**src/rtl/bypass_net_pkg.sv**
```systemverilog
// Shared definitions for the bypass network: datapath defaults and the
// one-hot bit positions of the DC-stage memory-op vector {lb,lbu,lh,lhu,lw}.
package bypass_net_pkg;

  localparam int DATA_W_DEF = 32;
  localparam int ADDR_W_DEF = 5;

  localparam int MEM_OP_W = 5;
  localparam int MOP_LW   = 0;
  localparam int MOP_LHU  = 1;
  localparam int MOP_LH   = 2;
  localparam int MOP_LBU  = 3;
  localparam int MOP_LB   = 4;

  typedef logic [MEM_OP_W-1:0] mem_op_t;

endpackage

```
**src/rtl/load_align.sv**
```systemverilog
// Load alignment: extracts the byte/halfword/word addressed by the low two
// address bits from a raw 32-bit cache word and sign- or zero-extends it.
// Misaligned halfwords (offset 1 or 3) produce zero.
module load_align
  import bypass_net_pkg::*;
(
  input  mem_op_t     mem_op,
  input  logic [1:0]  off,
  input  logic [31:0] rdata,
  output logic [31:0] data
);

  logic [7:0]  byte_sel;
  logic [15:0] half_sel;
  logic        half_ok;

  // Pick the addressed byte/halfword and extend according to the one-hot op
  always_comb begin
    byte_sel = rdata[{off, 3'b000} +: 8];
    half_sel = off[1] ? rdata[31:16] : rdata[15:0];
    half_ok  = ~off[0];
    data     = '0;
    if (mem_op[MOP_LB]) begin
      data = {{24{byte_sel[7]}}, byte_sel};
    end else if (mem_op[MOP_LBU]) begin
      data = {24'b0, byte_sel};
    end else if (mem_op[MOP_LH]) begin
      data = half_ok ? {{16{half_sel[15]}}, half_sel} : 32'b0;
    end else if (mem_op[MOP_LHU]) begin
      data = half_ok ? {16'b0, half_sel} : 32'b0;
    end else if (mem_op[MOP_LW]) begin
      data = rdata;
    end
  end

endmodule

```
**src/rtl/bypass_net.sv**
```systemverilog
// Operand bypass network: for every register read port, finds the youngest
// producer stage writing the same register, raises a stall when that
// producer's result is not final yet, and registers the forwarded data.
// Load results in the DC stage are aligned here, and a capture register keeps
// the aligned value alive while DC and the following stage are both held.
module bypass_net
  import bypass_net_pkg::*;
#(
  parameter int NUM_SRC = 4,
  parameter int NUM_RD  = 2,
  parameter int DATA_W  = DATA_W_DEF,
  parameter int ADDR_W  = ADDR_W_DEF,
  parameter int DC_IDX  = 2,
  parameter int SKIP_R0 = 1
) (
  input  logic                     clk,
  input  logic                     rst,
  input  logic                     flush,
  input  logic                     id_hold,
  input  logic                     ex_hold,
  input  logic                     dc_hold,
  input  logic                     dc_next_hold,
  input  logic [NUM_RD*ADDR_W-1:0] raddr,
  input  logic [NUM_SRC-1:0]       we,
  input  logic [NUM_SRC*ADDR_W-1:0] waddr,
  input  logic [NUM_SRC*DATA_W-1:0] wdata,
  input  logic [NUM_SRC-1:0]       rdy,
  input  mem_op_t                  dc_mem_op,
  input  logic [31:0]              dc_rdata,
  output logic                     stallreq,
  output logic [NUM_RD-1:0]        sel_fwd,
  output logic [NUM_RD*DATA_W-1:0] fwd_data
);

  logic [31:0]                     align_data;
  logic [DATA_W-1:0]               align_ext;
  logic                            cap_valid;
  logic [DATA_W-1:0]               cap_data;
  logic [NUM_SRC-1:0][DATA_W-1:0]  src_data;
  logic [NUM_RD-1:0]               sel_nxt;
  logic [NUM_RD-1:0]               stall_port;
  logic [NUM_RD-1:0][DATA_W-1:0]   fwd_nxt;
  logic [NUM_RD-1:0]               sel_q;
  logic [NUM_RD-1:0][DATA_W-1:0]   fwd_q;

  load_align u_load_align (
    .mem_op (dc_mem_op),
    .off    (wdata[DC_IDX*DATA_W +: 2]),
    .rdata  (dc_rdata),
    .data   (align_data)
  );

  assign align_ext = DATA_W'(align_data);

  // Per-stage forwarding value; the DC stage substitutes load data on a load
  for (genvar s = 0; s < NUM_SRC; s++) begin : g_src
    if (s == DC_IDX) begin : g_dc
      assign src_data[s] = (|dc_mem_op) ? (cap_valid ? cap_data : align_ext)
                                        : wdata[s*DATA_W +: DATA_W];
    end else begin : g_plain
      assign src_data[s] = wdata[s*DATA_W +: DATA_W];
    end
  end

  for (genvar r = 0; r < NUM_RD; r++) begin : g_port
    logic [ADDR_W-1:0]  ra;
    logic               r0_blocked;
    logic [NUM_SRC-1:0] m;
    logic [DATA_W-1:0]  md;
    logic               st;

    assign ra         = raddr[r*ADDR_W +: ADDR_W];
    assign r0_blocked = (SKIP_R0 != 0) && (ra == '0);

    for (genvar s = 0; s < NUM_SRC; s++) begin : g_match
      assign m[s] = we[s] & (waddr[s*ADDR_W +: ADDR_W] == ra) & ~r0_blocked;
    end

    // Walk oldest to youngest so the youngest matching stage is the one kept
    always_comb begin
      md = '0;
      st = 1'b0;
      for (int s = NUM_SRC-1; s >= 0; s--) begin
        if (m[s]) begin
          md = src_data[s];
          st = ~rdy[s];
        end
      end
    end

    assign sel_nxt[r]    = |m;
    assign stall_port[r] = st;
    assign fwd_nxt[r]    = md;
  end

  assign stallreq = |stall_port;

  // Capture register holds aligned load data while DC and its successor stall
  always_ff @(posedge clk) begin
    if (rst || flush) begin
      cap_valid <= 1'b0;
      cap_data  <= '0;
    end else if (!dc_hold && cap_valid) begin
      cap_valid <= 1'b0;
      cap_data  <= '0;
    end else if (dc_hold && dc_next_hold && !cap_valid) begin
      cap_valid <= 1'b1;
      cap_data  <= align_ext;
    end
  end

  // Output registers: bubble when ID holds but EX moves on, load when ID moves
  always_ff @(posedge clk) begin
    if (rst || flush) begin
      sel_q <= '0;
      fwd_q <= '0;
    end else if (id_hold && !ex_hold) begin
      sel_q <= '0;
      fwd_q <= '0;
    end else if (!id_hold) begin
      sel_q <= sel_nxt;
      fwd_q <= fwd_nxt;
    end
  end

  assign sel_fwd  = sel_q;
  assign fwd_data = fwd_q;

endmodule

```
**config.mk**
```make
export PLATFORM = sky130hd
export DESIGN_NAME = bypass_net
export DESIGN_NICKNAME = d
export VERILOG_FILES = /design/src/rtl/bypass_net_pkg.sv /design/src/rtl/load_align.sv /design/src/rtl/bypass_net.sv
export SDC_FILE = /design/constraint.sdc
export NUM_CORES = 1
export LEC_CHECK = 0
export ABC_CLOCK_PERIOD_IN_PS = 5550
export CAP_MARGIN = 30
export CORE_ASPECT_RATIO = 1.2
export CORE_MARGIN = 8
export CORE_UTILIZATION = 40
export CTS_CLUSTER_SIZE = 8
export DETAILED_ROUTE_END_ITERATION = 10
export HOLD_SLACK_MARGIN = 0.03
export PLACE_DENSITY = 0.76
export SLEW_MARGIN = 20
export SYNTH_ARGS = -nofsm -noshare
export SYNTH_HDL_FRONTEND = slang
export SYNTH_SLANG_ARGS = --single-unit
```
**constraint.sdc**
```tcl
create_clock -name clk -period 5.55 [get_ports clk]
set_clock_uncertainty 0.2 [all_clocks]
set_input_delay 0.8325 -clock clk [delete_from_list [all_inputs] [get_ports clk]]
set_output_delay 0.8325 -clock clk [all_outputs]
set_load 0.02 [all_outputs]
```
Word level (Yosys, flattened, before mapping)
Cells that the tools add are included.

Word-level logic and storage cells: 78. Register bits after elaboration: 99. Bits of input ports: 210.

Reductions and logical operators: 16. Bitwise operators: 22. Shift-type cells: 1. Equal/unequal tests: 8. Muxes and demuxes: 26.

Operators by type and width (count): 32-bit two-way mux (16); 5-bit equality test (8); 16-bit two-way mux (2); 32-bit by 6-bit indexed part select with 8-bit output (1); 1-bit AND (16); 5-bit logical NOT (2); 1-bit two-way mux (8); 4-bit OR reduction (2); 1-bit inverter (6); 2-bit OR reduction (3); 5-bit OR reduction (1); 1-bit logical AND (4); 1-bit logical NOT (3); 1-bit logical OR (1).

Logic depth before layout (Yosys ltp)
Gate-level depths: netlist (run 1).

Depth in word-level cells: 11. Mapped depth: 9. Mapped depth without buffers: 6.

Modules after synthesis
A second synthesis (run 1) with hierarchy kept.

Cells, all modules: 853. Area total of the unflattened synthesis: 6697.7 um2.

Modules (own cells, without submodules): bypass_net (times used 1, seq. area each 1981.9 um2, area an instance 5871.9 um2, cells each 751); load_align (times used 1, seq. area each 0.0 um2, area an instance 825.8 um2, cells each 102).

Least setup slack after synthesis (run 1)
OpenSTA, ideal clock, no wires.

Kind: input port to output port. Start point: input port raddr[7]. End point: output port stallreq. Arrival time: 2.796 ns. Setup slack: 1.721 ns. Cell stages on the path: 8. Cell sequence: buf_2 or4_4 nor2_4 nor3_2 nor4b_4 buf_6 a31oi_1 o221ai_1.

Word-level cells in the longest chain between the ends: 8. Elaborated cells on any way between the ends: 19.

Ends and longest elaborated chain: start, declared (line bypass_net.sv:23) `input logic [NUM_RD*ADDR_W-1:0] raddr,`; 5-bit equality test / 5-bit logical NOT (equally long branches) (line bypass_net.sv:76, bypass_net.sv:73); 1-bit AND / 1-bit inverter (equally long branches) (line bypass_net.sv:76) `assign m[s] = we[s] & (waddr[s*ADDR_W +: ADDR_W] == ra) & ~r0_blocked;`; 1-bit AND (line bypass_net.sv:76); 1-bit two-way mux (3 in a row) (line bypass_net.sv:84) `if (m[s]) begin`; 1-bit two-way mux (*) (line bypass_net.sv:84); 2-bit OR reduction (*) (line bypass_net.sv:96) `assign stallreq = |stall_port;`; end, declared (line bypass_net.sv:30) `output logic stallreq,`.

Every way passes the cells marked *; elsewhere a longest branch is shown, timed or not.

Final worst setup path (run 1)
Start point: input port raddr[1]. End point: output port stallreq.

The elaborated chain is that of the path after synthesis.

==> summary.txt, run 1 <==
Place
  • Routability congestion estimate: 0.983
  • DPL Wire Length: 21600 um
  • Port buffer count: 276

Route
  • DR iter-0 viols: 789
  • Vias per cell: 6.16
  • Wirelength per Cell: 22.7 um
  • Initial DRT Pass Iterations: 5
  • DRC: 0
  • Routed via count: 7920
  • WL final: 29200 um
  • Antenna-violating nets left: 0

Min path
  • Type of the tightest min-delay check: reg2reg
  • Hold Path Depth: 2

Power and ir drop
  • Sw power: 0.000571 W
  • Total power: 0.00192 W
  • Power density over cell area: 196 nW/um^2
  • Leak pwr: 3.31 nW
  • Peak supply drop: 0.129 mV
  • Comb power frac: 28.0%
  • Sw Ratio: 29.8%
  • Flop pwr share: 38.8%
  • Pint: 0.00135 W
  • Clock network power share: 33.2%

Layout
  • Fraction of final layout cells sized beyond drive strength 1: 5.60%
  • Area Growth Syn to Fin: 46.9%
  • Final core occ: 60.0%
  • Filler cells: 1533
  • Multi-input gate area: 4210 sq um
  • Sequential cell area: 1980 sq um
  • Final #Nets: 1277

GRT
  • Total GRT Usage: 26.7%
  • Largest net degree at the start of global routing: 61
  • Vias in the first global route: 7801
  • Initial antenna violation count: 2
  • Congestion Overflow GR: 0
  • First-pass GRT wire length: 44900 um

Status
  • Outcome: completed

STA
  • Setup Viol. Count Final: 0
  • Minimum clock period: 4590 ps
  • Slew headroom: 42.5%
  • Setup repair after global routing missed its margin: no
  • Setup tns final: 0 ps
  • Achievable Freq: 0.218 GHz
  • Final period utilization: 82.6%
  • Slew Viols, Final: 0
  • Worst-Margin Slew: 863 ps
  • Endpoints failing hold: 0

Critical path
  • Element type at the critical path end: output port
  • CP Launch Type: primary input
  • Cell depth of the worst flop-to-flop path: 5
  • Worst EP arrival: 3550 ps
  • Max FO, Critical Path: 9
  • Worst Path Required: 4520 ps
  • Crit path kind: in2out

Clock tree
  • Clk root buf: clkbuf_16
  • Hold-fix buffers, CTS: 0
  • CTS resizes: 0
  • CTS tree: built
  • Clock transition at path regs: 70 ps
  • Clock Sinks: 99
  • CTS Buffer Depth: 2
  • Cts bufs inserted: 9
  • Post CTS Setup Buffer Count: 0
  • Clk_lat worst skew: 350 ps
  • H-tree depth: 3

Synth
  • Register area share after synthesis: 29.8%
  • Mapped Nets: 1061
  • Mean post-synth cell area: 7.81 sq um
  • Syn Inst Count: 851
  • Synth cell types: 50
  • Ys Warns: 0
  • Post-Synthesis Cell Area: 6650 sq um
  • Synth Register Bits: 99

Floorplanning
  • Die height: 157 um
  • Die area: 21000 sq um
  • Die W: 134 um
  • IO Pins: 277
  • Initial core utilization: 40.9%
  • Core area: 16300 sq um
  • FP Rows: 51

Job
  • Maxcap violations: 0
==> Yosys cell counts, drive strengths merged <==
library cell / number / area share [%]
a31oi: 25 / 2.4
nand2: 88 / 5.0
a21o: 16 / 1.8
o221ai: 26 / 3.4
mux4: 1 / 0.34
dfxtp: 99 / 30
buf: 31 / 2.8
xor2: 10 / 1.3
or3: 2 / 0.19
nor2b: 3 / 0.28
nand3: 15 / 1.2
a41oi: 1 / 0.13
nand2b: 2 / 0.19
clkbuf: 63 / 3.6
a211o: 7 / 0.92
a211oi: 89 / 10
o211ai: 1 / 0.19
xnor2: 30 / 4.0
o21ai: 3 / 0.23
a21oi: 18 / 1.4
nor3b: 2 / 0.30
nor2: 106 / 6.1
nand4: 8 / 0.75
clkinv: 1 / 0.056
o21ba: 1 / 0.15
or4: 5 / 0.62
nor4b: 1 / 0.36
a221oi: 64 / 8.4
mux2i: 23 / 3.5
o2bb2ai: 7 / 0.92
inv: 22 / 1.2
a311oi: 32 / 4.2
mux2: 1 / 0.17
and2: 1 / 0.094
a222oi: 1 / 0.15
a22oi: 1 / 0.11
nor3: 38 / 3.0
nor4: 4 / 0.47
or2: 3 / 0.28
==> sequential cells by signal, summed over array words and instances (netlist names) <==
name       count
cap_valid      1
fwd_data      64
cap_data      32
sel_fwd        2
==> power groups by stage <==
stage               clock, W  combinational [W]  sequential [W]
floorplan                  0           0.000239        0.000773
global placement           0           0.000527        0.000760
detailed placement         0           0.000528        0.000760
CTS                 0.000646           0.000531        0.000743
global route        0.000673           0.000574        0.000746
finish              0.000638           0.000537        0.000744
==> path summary, 6_finish.rpt <==
| kind | startpoint | endpoint | slack, ps |
|---|---|---|---|
| min | fwd_data[21] | fwd_data[21] | 280 |
| min reg2reg | fwd_data[21] | fwd_data[21] | 280 |
| max | raddr[1] | stallreq | 960 |
| max reg2reg | cap_valid | fwd_data[34] | 2750 |
==> final cells by class <==
| class | instances | area share [%] |
|---|---|---|
| multi-input combinational | 635 | 43.1 |
| inverter | 23 | 0.884 |
| sequential | 99 | 20.3 |
| antenna | 2 | 0.0512 |
| tap | 212 | 2.72 |
| timing repair buffer | 299 | 30.0 |
| clock inverter | 5 | 0.628 |
| clock buffer | 11 | 2.38 |
==> worst max-delay path, cell delays in order <==
cell and delay, ps:
clkdlybuf4s50_1 520, or4_1 610, o211ai_2 420, or2_2 230, a31oi_1 90, o221ai_1 200
clkdlybuf4s50_1 650
==> kinds of logic (layout without fill, tap and decap cells) <==
family                 after synthesis  after routing  share of synthesized area (%)
AND/OR/NAND/NOR                    278            278                           18.8
multiplexers                        25             25                           3.97
buffers and inverters              117            338                           7.68
flip-flops                          99             99                           29.8
XOR/XNOR                            40             40                           5.27
AO/OA/AOI/OAI                      292            292                           34.4
other                                0              2                              0
==> metrics by stage <==
stage | cell area, sq um | std cells | setup slack, ps | hold slack (ps)
finish | 9770 | 1286 | 963 | 277
global placement | 9460 | 1267 | 1010 | 260
CTS | 9760 | 1283 | 953 | 282
global route | 9770 | 1285 | 839 | 301
floorplan | 6650 | 851 | 1720 | 273
detailed placement | 9460 | 1267 | 911 | 269
==> per-layer routing <==
metal | vias to the layer above | part of all wire [%] | global-route usage (%)
met3 | 68 | 7.9 | 6.35
met2 | 404 | 46 | 41.7
met1 | 3746 | 42 | 34.0
li1 | 3700 | - | -
met4 | 2 | 4.0 | 12.8
met5 | - | 0.045 | 0
==> placed cells by master, fill, tap and decap left out, types with 8 or more instances in the layout <==
| cell | Yosys | layout |
|---|---|---|
| a211oi_1 | 89 | 89 |
| a21o_1 | 16 | 16 |
| a21oi_1 | 18 | 18 |
| a221oi_1 | 64 | 64 |
| a311oi_1 | 32 | 32 |
| a31oi_1 | 25 | 25 |
| buf_4 | 3 | 23 |
| clkbuf_16 | 0 | 9 |
| clkdlybuf4s50_1 | 0 | 275 |
| dfxtp_1 | 99 | 99 |
| inv_1 | 22 | 21 |
| mux2i_1 | 23 | 23 |
| nand2_1 | 88 | 88 |
| nand3_1 | 14 | 14 |
| nand4_1 | 8 | 8 |
| nor2_1 | 105 | 103 |
| nor3_1 | 36 | 36 |
| o221ai_1 | 26 | 26 |
| xnor2_1 | 30 | 30 |
| xor2_1 | 10 | 10 |
No activity file was read; power rests on OpenSTA's default activity.
==> inputs of run 2 (changes only) <==
--- a/config.mk
+++ b/config.mk
@@ -5,7 +5,7 @@
 export SDC_FILE = /design/constraint.sdc
 export NUM_CORES = 1
 export LEC_CHECK = 0
-export ABC_CLOCK_PERIOD_IN_PS = 5550
+export ABC_CLOCK_PERIOD_IN_PS = 4800
 export CAP_MARGIN = 30
 export CORE_ASPECT_RATIO = 1.2
 export CORE_MARGIN = 8
==> constraint.sdc (replaced) <==
create_clock -name clk -period 4.8 [get_ports clk]
set_clock_uncertainty 0.2 [all_clocks]
set_input_delay 0.72 -clock clk [delete_from_list [all_inputs] [get_ports clk]]
set_output_delay 0.72 -clock clk [all_outputs]
set_load 0.02 [all_outputs]
==> run 2 against run 1 <==
- critical path depth grew 1
- hold slack lost 2.1 ps
- sequential cell count stayed put
- sequential power up 16%
- count of clock-buffer cells in the layout decreased by 1
- non-clock buffer count rose by 3
- register-to-register slack got worse by 840 ps
- largest cell class unchanged
==> summary.txt, run 2 (same netlist as run 1, synthesis figures left out) <==
STA
  • Endpoints failing hold: 0
  • WHS: 275 ps
  • Slew Viols, Final: 0
  • Final period utilization: 90.4%
  • Setup tns final: 0 ps
  • Achievable Freq: 0.231 GHz
  • Setup Viol. Count Final: 0
  • Minimum clock period: 4340 ps
  • Setup repair after global routing missed its margin: no
  • Worst-Margin Slew: 960 ps
  • Slew headroom: 35.8%

Floorplanning
  • FP Rows: 51
  • Die area: 21000 sq um
  • IO Pins: 277
  • Die height: 157 um
  • Initial core utilization: 40.9%
  • Core area: 16300 sq um
  • Die W: 134 um

Place
  • Routability congestion estimate: 0.963
  • Placed insts: 1271
  • Port buffer count: 276
  • DPL Wire Length: 21700 um
  • Placed Area: 9490 sq um

Power and ir drop
  • Peak supply drop: 0.146 mV
  • Flop pwr share: 39.1%
  • Sw Ratio: 30.8%
  • Clock network power share: 32.7%
  • Total power: 0.00220 W
  • Power density over cell area: 225 nW/um^2
  • Comb power frac: 28.2%
  • Pint: 0.00152 W
  • Leak pwr: 3.32 nW
  • Sw power: 0.000678 W

Route
  • Wirelength per Cell: 22.5 um
  • Antenna-violating nets left: 0
  • Vias per cell: 6.07
  • Initial DRT Pass Iterations: 5
  • DR iter-0 viols: 869
  • WL final: 29000 um
  • Routed via count: 7816
  • DRC: 0

GRT
  • Routing usage on met2: 41.7%
  • Met1 GRT Util: 34.0%
  • GR Util met3: 5.36%
  • Global route hottest layer: met2
  • Vias in the first global route: 7527
  • First-pass GRT wire length: 43800 um
  • Congestion Overflow GR: 0
  • Total GRT Usage: 26.3%
  • Largest net degree at the start of global routing: 60
  • Initial antenna violation count: 1

Critical path
  • Crit path kind: in2out
  • Cells along the critical path: clkdlybuf4s50_1 > or4_4 > nor2_4 > or4_1 > nor4b_4 > a31oi_1 > o221ai_1 > clkdlybuf4s50_1
  • Buf+Inv Stages, Crit Path: 2
  • CP peak stage delay: 660 ps
  • Max FO, Critical Path: 6
  • Worst EP arrival: 3420 ps
  • Crit-path slowest cell: clkdlybuf4s50_1
  • Crit-path most repeated cell: clkdlybuf4s50_1
  • Worst Path Required: 3880 ps
  • CP Launch Type: primary input
  • CP delay by family, top: buffers and inverters
  • Element type at the critical path end: output port

Layout
  • Post-route cell area: 9780 sq um
  • Multi-input gate area: 4210 sq um
  • Commonest non-fill, non-tap cell in the layout: clkdlybuf4s50_1
  • Most used cells in the layout excluding fill and tap cells: 275 x clkdlybuf4s50_1, 103 x nor2_1, 99 x dfxtp_1
  • Final #Nets: 1280
  • Number of diodes: 0
  • Layout Cells excl Fill: 1287
  • Flip-flop count of the largest register after layout: 64
  • Filler cells: 1494
  • Fraction of final layout cells sized beyond drive strength 1: 6.05%
  • Area Growth Syn to Fin: 47.1%
  • Sequential cell area: 1980 sq um

Clock tree
  • CTS tree: built
  • Post CTS Setup Buffer Count: 0
  • CTS resizes: 0
  • Clk root buf: clkbuf_16
  • CTS Buffer Depth: 2
  • Hold-fix buffers, CTS: 0
  • Clk_lat worst skew: 360 ps
  • Clock transition at path regs: 70 ps
  • Cts bufs inserted: 9
  • Clock Sinks: 99
  • H-tree depth: 3

Job
  • Maxcap violations: 0

Min path
  • Type of the tightest min-delay check: reg2reg

Status
  • Outcome: completed
[run 2: worst min-delay path, stage by stage (launching register included)]
cell	delay [ps]
dfxtp_1	310
nand2_1	60
a211oi_1	50
[run 2: final timing paths]
check | cells after the start | from | end | slack [ps]
max | 8 | raddr[8] | stallreq | 460
min | 2 | fwd_data[23] | fwd_data[23] | 280
max reg2reg | 5 | cap_valid | fwd_data[34] | 1910
min reg2reg | 2 | fwd_data[23] | fwd_data[23] | 280
[run 2: cell type report]
| type | instances | area share (%) |
|---|---|---|
| repair buffers | 302 | 30.2 |
| multi-input cells | 635 | 43.0 |
| inverters | 23 | 0.883 |
| clock buffers | 10 | 2.44 |
| clock inverters | 6 | 0.474 |
| flip-flops and latches | 99 | 20.3 |
| well taps | 212 | 2.71 |
[run 2: metal layers]
layer	share of wire, %	vias up
met5	0.045	-
met4	3.4	2
met3	7.7	61
met2	47	390
met1	42	3660
li1	-	3703
[run 2: power by group through the flow]
stage / combinational, W / sequential [W] / clock (W)
2_1_floorplan: 0.000276 / 0.000894 / 0
3_3_place_gp: 0.000612 / 0.000878 / 0
3_5_place_dp: 0.000613 / 0.000879 / 0
4_1_cts: 0.000616 / 0.000860 / 0.000731
5_1_grt: 0.000664 / 0.000862 / 0.000756
6_report: 0.000621 / 0.000860 / 0.000720
[run 2: per-stage QoR]
stage | setup slack, ps | util [%]
floorplan | 1200 | -
global placement | 430 | 58.3
detailed placement | 362 | 58.3
CTS | 459 | 60.1
global route | 346 | 60.1
finish | 463 | 60.1
